<file path="src/rtl/pcie_ss_flr_tracker.sv">
// Queues sideband FLR events, broadcasts each to NUM_CH channels, and returns one completion per FLR.
// Pop happens 1 edge after write; events carry no backpressure (duplicates merge, overflow drops); completions wait on i_rsp_ready.
module pcie_ss_flr_tracker #(
    parameter  int NUM_CH         = 4,
    parameter  int DEPTH          = 8,
    parameter  int PF_WIDTH       = 3,
    parameter  int VF_WIDTH       = 11,
    parameter  int TIMEOUT_CYCLES = 4096,
    localparam int FUNC_W         = 6 + VF_WIDTH + PF_WIDTH,
    localparam int CNT_W          = $clog2(DEPTH + 1)
) (
    input  logic              clk,
    input  logic              rst_n,
    input  logic              i_flr_valid,
    input  logic [FUNC_W-1:0] i_flr_func,
    input  logic [NUM_CH-1:0] i_ch_mask,
    output logic [NUM_CH-1:0] o_ch_flr_valid,
    output logic [FUNC_W-1:0] o_ch_flr_func,
    input  logic [NUM_CH-1:0] i_ch_flr_ack,
    output logic              o_rsp_valid,
    output logic [FUNC_W-1:0] o_rsp_func,
    output logic              o_rsp_timeout,
    output logic [NUM_CH-1:0] o_rsp_missing,
    input  logic              i_rsp_ready,
    output logic [CNT_W-1:0]  o_pending_cnt,
    output logic              o_busy,
    output logic              o_dup_pulse,
    output logic              o_drop_pulse,
    output logic [7:0]        o_drop_cnt
);
    localparam int PTR_W = $clog2(DEPTH);
    localparam int TMR_W = $clog2(TIMEOUT_CYCLES);

    typedef enum logic [1:0] {IDLE, WAIT_ACK, RESP} state_t;

    state_t            state, state_nxt;
    logic [FUNC_W-1:0] mem [DEPTH];
    logic [PTR_W-1:0]  rd_ptr, wr_ptr;
    logic [CNT_W-1:0]  cnt;
    logic [FUNC_W-1:0] active_func, func_nxt;
    logic [NUM_CH-1:0] pend, pend_nxt;
    logic [TMR_W-1:0]  timer, timer_nxt;
    logic              rsp_timeout, to_nxt;
    logic [NUM_CH-1:0] rsp_missing, miss_nxt;
    logic [DEPTH-1:0]  ent_hit;
    logic              hit, full, wr, drop, pop;
    logic              dup_q, drop_q;
    logic [7:0]        drop_cnt;

    // An entry is live when its distance from the head is below the occupancy.
    for (genvar g = 0; g < DEPTH; g++) begin : g_hit
        logic [PTR_W-1:0] off;
        assign off        = PTR_W'(g) - rd_ptr;
        assign ent_hit[g] = ({1'b0, off} < cnt) && (mem[g] == i_flr_func);
    end

    assign hit  = (|ent_hit) || ((state != IDLE) && (active_func == i_flr_func));
    assign full = (cnt == CNT_W'(DEPTH));
    assign wr   = i_flr_valid && !hit && !full;
    assign drop = i_flr_valid && !hit && full;
    assign pop  = (state == IDLE) && (cnt != '0);

    always_ff @(posedge clk) begin
        if (wr) mem[wr_ptr] <= i_flr_func;
    end

    always_ff @(posedge clk) begin
        if (!rst_n) begin
            rd_ptr   <= '0;
            wr_ptr   <= '0;
            cnt      <= '0;
            dup_q    <= 1'b0;
            drop_q   <= 1'b0;
            drop_cnt <= '0;
        end else begin
            if (wr)  wr_ptr <= wr_ptr + 1'b1;
            if (pop) rd_ptr <= rd_ptr + 1'b1;
            if (wr && !pop)      cnt <= cnt + 1'b1;
            else if (!wr && pop) cnt <= cnt - 1'b1;
            dup_q  <= i_flr_valid && hit;
            drop_q <= drop;
            if (drop && (drop_cnt != 8'hFF)) drop_cnt <= drop_cnt + 1'b1;
        end
    end

    always_ff @(posedge clk) begin
        if (!rst_n) begin
            state       <= IDLE;
            active_func <= '0;
            pend        <= '0;
            timer       <= '0;
            rsp_timeout <= 1'b0;
            rsp_missing <= '0;
        end else begin
            state       <= state_nxt;
            active_func <= func_nxt;
            pend        <= pend_nxt;
            timer       <= timer_nxt;
            rsp_timeout <= to_nxt;
            rsp_missing <= miss_nxt;
        end
    end

    always_comb begin
        state_nxt = state;
        func_nxt  = active_func;
        pend_nxt  = pend;
        timer_nxt = timer;
        to_nxt    = rsp_timeout;
        miss_nxt  = rsp_missing;
        case (state)
            IDLE: begin
                if (pop) begin
                    func_nxt  = mem[rd_ptr];
                    pend_nxt  = i_ch_mask;
                    timer_nxt = '0;
                    to_nxt    = 1'b0;
                    miss_nxt  = '0;
                    state_nxt = (i_ch_mask != '0) ? WAIT_ACK : RESP;
                end
            end
            WAIT_ACK: begin
                // A full ack set on the expiry edge still counts as a clean completion.
                pend_nxt = pend & ~i_ch_flr_ack;
                if (pend_nxt == '0) begin
                    state_nxt = RESP;
                end else if (timer == TMR_W'(TIMEOUT_CYCLES - 1)) begin
                    state_nxt = RESP;
                    to_nxt    = 1'b1;
                    miss_nxt  = pend_nxt;
                end else begin
                    timer_nxt = timer + 1'b1;
                end
            end
            RESP: begin
                if (i_rsp_ready) state_nxt = IDLE;
            end
            default: state_nxt = IDLE;
        endcase
    end

    assign o_ch_flr_valid = (state == WAIT_ACK) ? pend : '0;
    assign o_ch_flr_func  = (state != IDLE) ? active_func : '0;
    assign o_rsp_valid    = (state == RESP);
    assign o_rsp_func     = (state != IDLE) ? active_func : '0;
    assign o_rsp_timeout  = (state == RESP) ? rsp_timeout : 1'b0;
    assign o_rsp_missing  = (state == RESP) ? rsp_missing : '0;
    assign o_pending_cnt  = cnt;
    assign o_busy         = (state != IDLE) || (cnt != '0);
    assign o_dup_pulse    = dup_q;
    assign o_drop_pulse   = drop_q;
    assign o_drop_cnt     = drop_cnt;
endmodule
</file>
<file path="config.mk">
export PLATFORM = sky130hd
export DESIGN_NAME = pcie_ss_flr_tracker
export DESIGN_NICKNAME = d
export VERILOG_FILES = /design/src/rtl/pcie_ss_flr_tracker.sv
export SDC_FILE = /design/constraint.sdc
export NUM_CORES = 1
export LEC_CHECK = 0
export CORE_AREA = 3 3 179 181
export CTS_CLUSTER_DIAMETER = 30
export DETAILED_ROUTE_END_ITERATION = 16
export DIE_AREA = 0 0 182 184
export SYNTH_ARGS = -nofsm -noshare
export SYNTH_HDL_FRONTEND = slang
export SYNTH_SLANG_ARGS = --single-unit
</file>
<file path="constraint.sdc">
create_clock -name clk -period 8.6 [get_ports clk]
set_input_delay 2.15 -clock clk [delete_from_list [all_inputs] [get_ports clk]]
set_output_delay 2.15 -clock clk [all_outputs]
set_load 0.05 [all_outputs]
</file>
==> run_results.csv <==
group,metric,value,unit
worst_setup_path,crit_fanout,17,
worst_setup_path,crit-reg2reg-launch,"rd_ptr[1]$_SDFFE_PN0P_",
timing,worst_pin_slew,1.101,ns
detailed_routing,ant_nets,0,
synthesis,netlist_area,0.01161,mm^2
detailed_routing,wl,34.15,mm
timing,setup_viol,0,
clocking,cts-root-buf,"clkbuf_16",
synthesis,synth-seq-cells,223,
floorplanning,core_region_area,0.03059,mm^2
synthesis,synth_ff_type,"edfxtp_1",
timing,rsz0062_at_grt,"false",
layout,final_nets,1084,
synthesis,synth_cell_type_count,56,
layout,final_util,46.99,%
worst_setup_path,ff2ff_setup_slack,3.96,ns
detailed_routing,wl_per_cell,23.26,um
synthesis,yosysSeqAreaShare,52.24,%
synthesis,yosys_warnings,0,
power_and_ir_drop,p_leak,4.848,nW
clocking,insertion_delay,0.55,ns
detailed_routing,viasPerCell,5.392,
synthesis,avgSynthCellArea,12.30,um^2
global_route,track_usage,20.26,%
clocking,cts_resized,0,
worst_setup_path,required,9.04,ns
timing,fin_crit_sh,71.59,%
global_route,antenna_found_initial,1,
worst_setup_path,reg2regPathDepth,19,
floorplanning,fp.dieW,182,um
clocking,post_cts_buffers,0,
power_and_ir_drop,powerDensity,320.5,mW/mm^2
timing,fin_crit,6.156,ns
clocking,cts_tree,"built",
detailed_routing,vias,7915,
clocking,cts_num_sinks,223,
detailed_routing,firstDrtPassIters,5,
detailed_routing,drc,0,
global_route,grt_overflow,0,
global_route,grt_pass1_wl,51.01,mm
layout,area_growth,23.78,%
clocking,clk_path_buf_depth,3,
flow_run,max_cap_viol_count,0,
global_route,grt_pass1_vias,8030,
floorplanning,io_pins,97,
timing,finClkSkew,0.02569,ns
placed_design,dp.final_hpwl,22.54,mm
timing,timing.fmax,0.1624,GHz
synthesis,synthArstFlopShare,0,%
hold_path,hold_depth,2,
layout,drive_gt1_share,14.37,%
global_route,grt_max_degree,46,
worst_setup_path,crit_path_start_kind,"input pin",
floorplanning,start_util,37.96,%
worst_setup_path,r2r_end,"o_pending_cnt[3]$_SDFFE_PN0P_",
detailed_routing,drtIter0Drc,735,
worst_setup_path,critPathArrivalTime,6.60,ns
placed_design,portBuffers,96,
power_and_ir_drop,vdd_drop_max,0.1871,mV
floorplanning,rows,64,
synthesis,synthesis.nets,997,
status,outcome,"finished clean",
layout,fin_cells,1468,
synthesis,synth-edff-count,160,
timing,maxSlewViolCount,0,
synthesis,synthCells,944,
floorplanning,chipHeight,184,um
placed_design,place_inst,1376,
timing,hold_viol_final,0,
hold_path,hp-start,"rsp_missing[0]$_SDFFE_PN0P_",
floorplanning,die-area,0.03349,mm^2
hold_path,min_to,"rsp_missing[0]$_SDFFE_PN0P_",
layout,fillCellCount,2776,
timing,slew_headroom,26.58,%
clocking,clkSlewWorstSetupHoldPaths,0.05,ns
clocking,holdBufCountCts,0,
worst_setup_path,path_class,"in2reg",
hold_path,hp-class,"reg2reg",
worst_setup_path,end_kind,"register",
layout,diodes,0,
placed_design,finalWeightedCongestion,0.9376,
clocking,cts_max_level,2,
timing,setup_tns,0,ns
clocking,cts_buffers,49,
[synthesized netlist by cell type, types with 3 or more instances]
library cell | count | area [um^2]
nand2b_1 | 6 | 37.54
a22oi_1 | 4 | 30.03
mux4_2 | 40 | 900.9
nor3_1 | 11 | 55.05
clkbuf_1 | 26 | 97.59
mux2i_1 | 9 | 90.09
xnor2_1 | 96 | 840.8
o31ai_1 | 5 | 37.54
a31oi_1 | 3 | 18.77
o21a_1 | 3 | 22.52
nand4_1 | 29 | 181.4
xor2_1 | 100 | 875.8
and3_1 | 6 | 37.54
and2_1 | 10 | 62.56
nor4_1 | 30 | 187.7
nor2_1 | 52 | 195.2
buf_2 | 5 | 25.02
a21oi_1 | 24 | 120.1
ha_1 | 20 | 250.2
inv_1 | 21 | 78.83
or3_1 | 4 | 25.02
nand3_1 | 15 | 75.07
a311oi_1 | 20 | 175.2
nor2b_1 | 29 | 181.4
buf_4 | 42 | 315.3
or4_1 | 5 | 37.54
nand2_1 | 64 | 240.2
o21ai_0 | 8 | 40.04
o21bai_1 | 3 | 22.52
dfxtp_1 | 63 | 1261
edfxtp_1 | 160 | 4805
[power breakdown]
group	internal, mW	switching (mW)
Clock	1.16	0.612
Sequential	1.26	0.123
Combinational	0.528	0.920
[stage by stage]
step                instance area, um^2  worst slack [ns]  hold WS [ns]  total power [mW]
floorplan                         11610             2.744        0.4515             2.403
global placement                  12770             2.020        0.4666             2.825
detailed placement                12770             1.988        0.4777             2.841
CTS                               14370             2.545        0.4893             4.637
global route                      14370             2.224        0.5088             4.827
finish                            14370             2.444        0.4862             4.606
[area by class of cell]
type | count | area (um^2) | area share, %
clock buffer | 61 | 1333 | 9.271
clock inverter | 31 | 270.3 | 1.880
inverter | 23 | 86.33 | 0.6007
multi-input combinational | 625 | 5059 | 35.20
sequential | 223 | 6071 | 42.24
tap | 396 | 495.5 | 3.447
timing repair buffer | 109 | 1059 | 7.365
[critical path, cell delays in order]
cell and delay, ns:
clkdlybuf4s50_1 0.99, xor2_1 0.32, nor4_1 0.57, nand3_1 0.16, nor4_1 0.32, nor4_2 0.11
nand3_1 0.29, nor2_2 0.16, ha_1 0.25, inv_1 0.13, ha_1 0.24, a21o_1 0.18
a21oi_1 0.18, xnor2_1 0.09, or3_1 0.31, a21oi_1 0.14
[cell usage in the layout, fill, tap and decap left out, types with 21 or more instances in the layout]
cell type / synthesis / routed
a21oi_1: 24 / 24
clkbuf_16: 0 / 50
clkdlybuf4s50_1: 0 / 96
dfxtp_1: 63 / 61
edfxtp_1: 160 / 160
inv_1: 21 / 21
mux4_2: 40 / 40
nand2_1: 64 / 64
nand4_1: 29 / 29
nor2_1: 52 / 51
nor2b_1: 29 / 29
nor4_1: 30 / 29
xnor2_1: 96 / 96
xor2_1: 100 / 100
[sequential cells by signal, indices dropped and copies added, names as in the netlist]
name	count
pend	4
wr_ptr	3
o_pending_cnt	4
rsp_missing	4
o_drop_pulse	1
o_dup_pulse	1
state	2
rd_ptr	3
o_drop_cnt	8
active_func	20
mem	160
rsp_timeout	1
timer	12
[how the worst max path moves through the flow]
stage	start	to	slack [ns]	depth (start not counted)
floorplan	i_flr_func[7]	mem[2][0]$_DFFE_PP_	2.74	9
global placement	i_flr_func[7]	o_pending_cnt[3]$_SDFFE_PN0P_	2.02	16
detailed placement	i_flr_func[4]	o_pending_cnt[3]$_SDFFE_PN0P_	1.99	16
CTS	i_flr_func[4]	o_pending_cnt[3]$_SDFFE_PN0P_	2.54	16
global route	i_flr_func[7]	o_pending_cnt[3]$_SDFFE_PN0P_	2.22	16
finish	i_flr_func[7]	o_pending_cnt[3]$_SDFFE_PN0P_	2.44	16
[per-layer routing]
| metal | GRT usage [%] | vias up | wire length [um] |
|---|---|---|---|
| met5 | 1.286 | - | 70 |
| met4 | 7.038 | 4 | 1194 |
| met3 | 5.560 | 84 | 2975 |
| met2 | 32.59 | 338 | 15830 |
| met1 | 26.42 | 3861 | 14080 |
| li1 | - | 3628 | - |
[logic make-up (layout without fill, tap and decap cells)]
| family | Yosys count | after routing | share of synthesized area, % |
|---|---|---|---|
| AOI/OAI and AO/OA | 82 | 82 | 4.871 |
| xor gates and xnor gates | 196 | 196 | 14.78 |
| adders and majority gates | 21 | 21 | 2.328 |
| buffers and inverters | 96 | 224 | 4.515 |
| DFF | 223 | 223 | 52.24 |
| muxes | 50 | 50 | 8.631 |
| and+or+nand+nor | 276 | 276 | 12.63 |
Power figures use the tool's default switching activity.
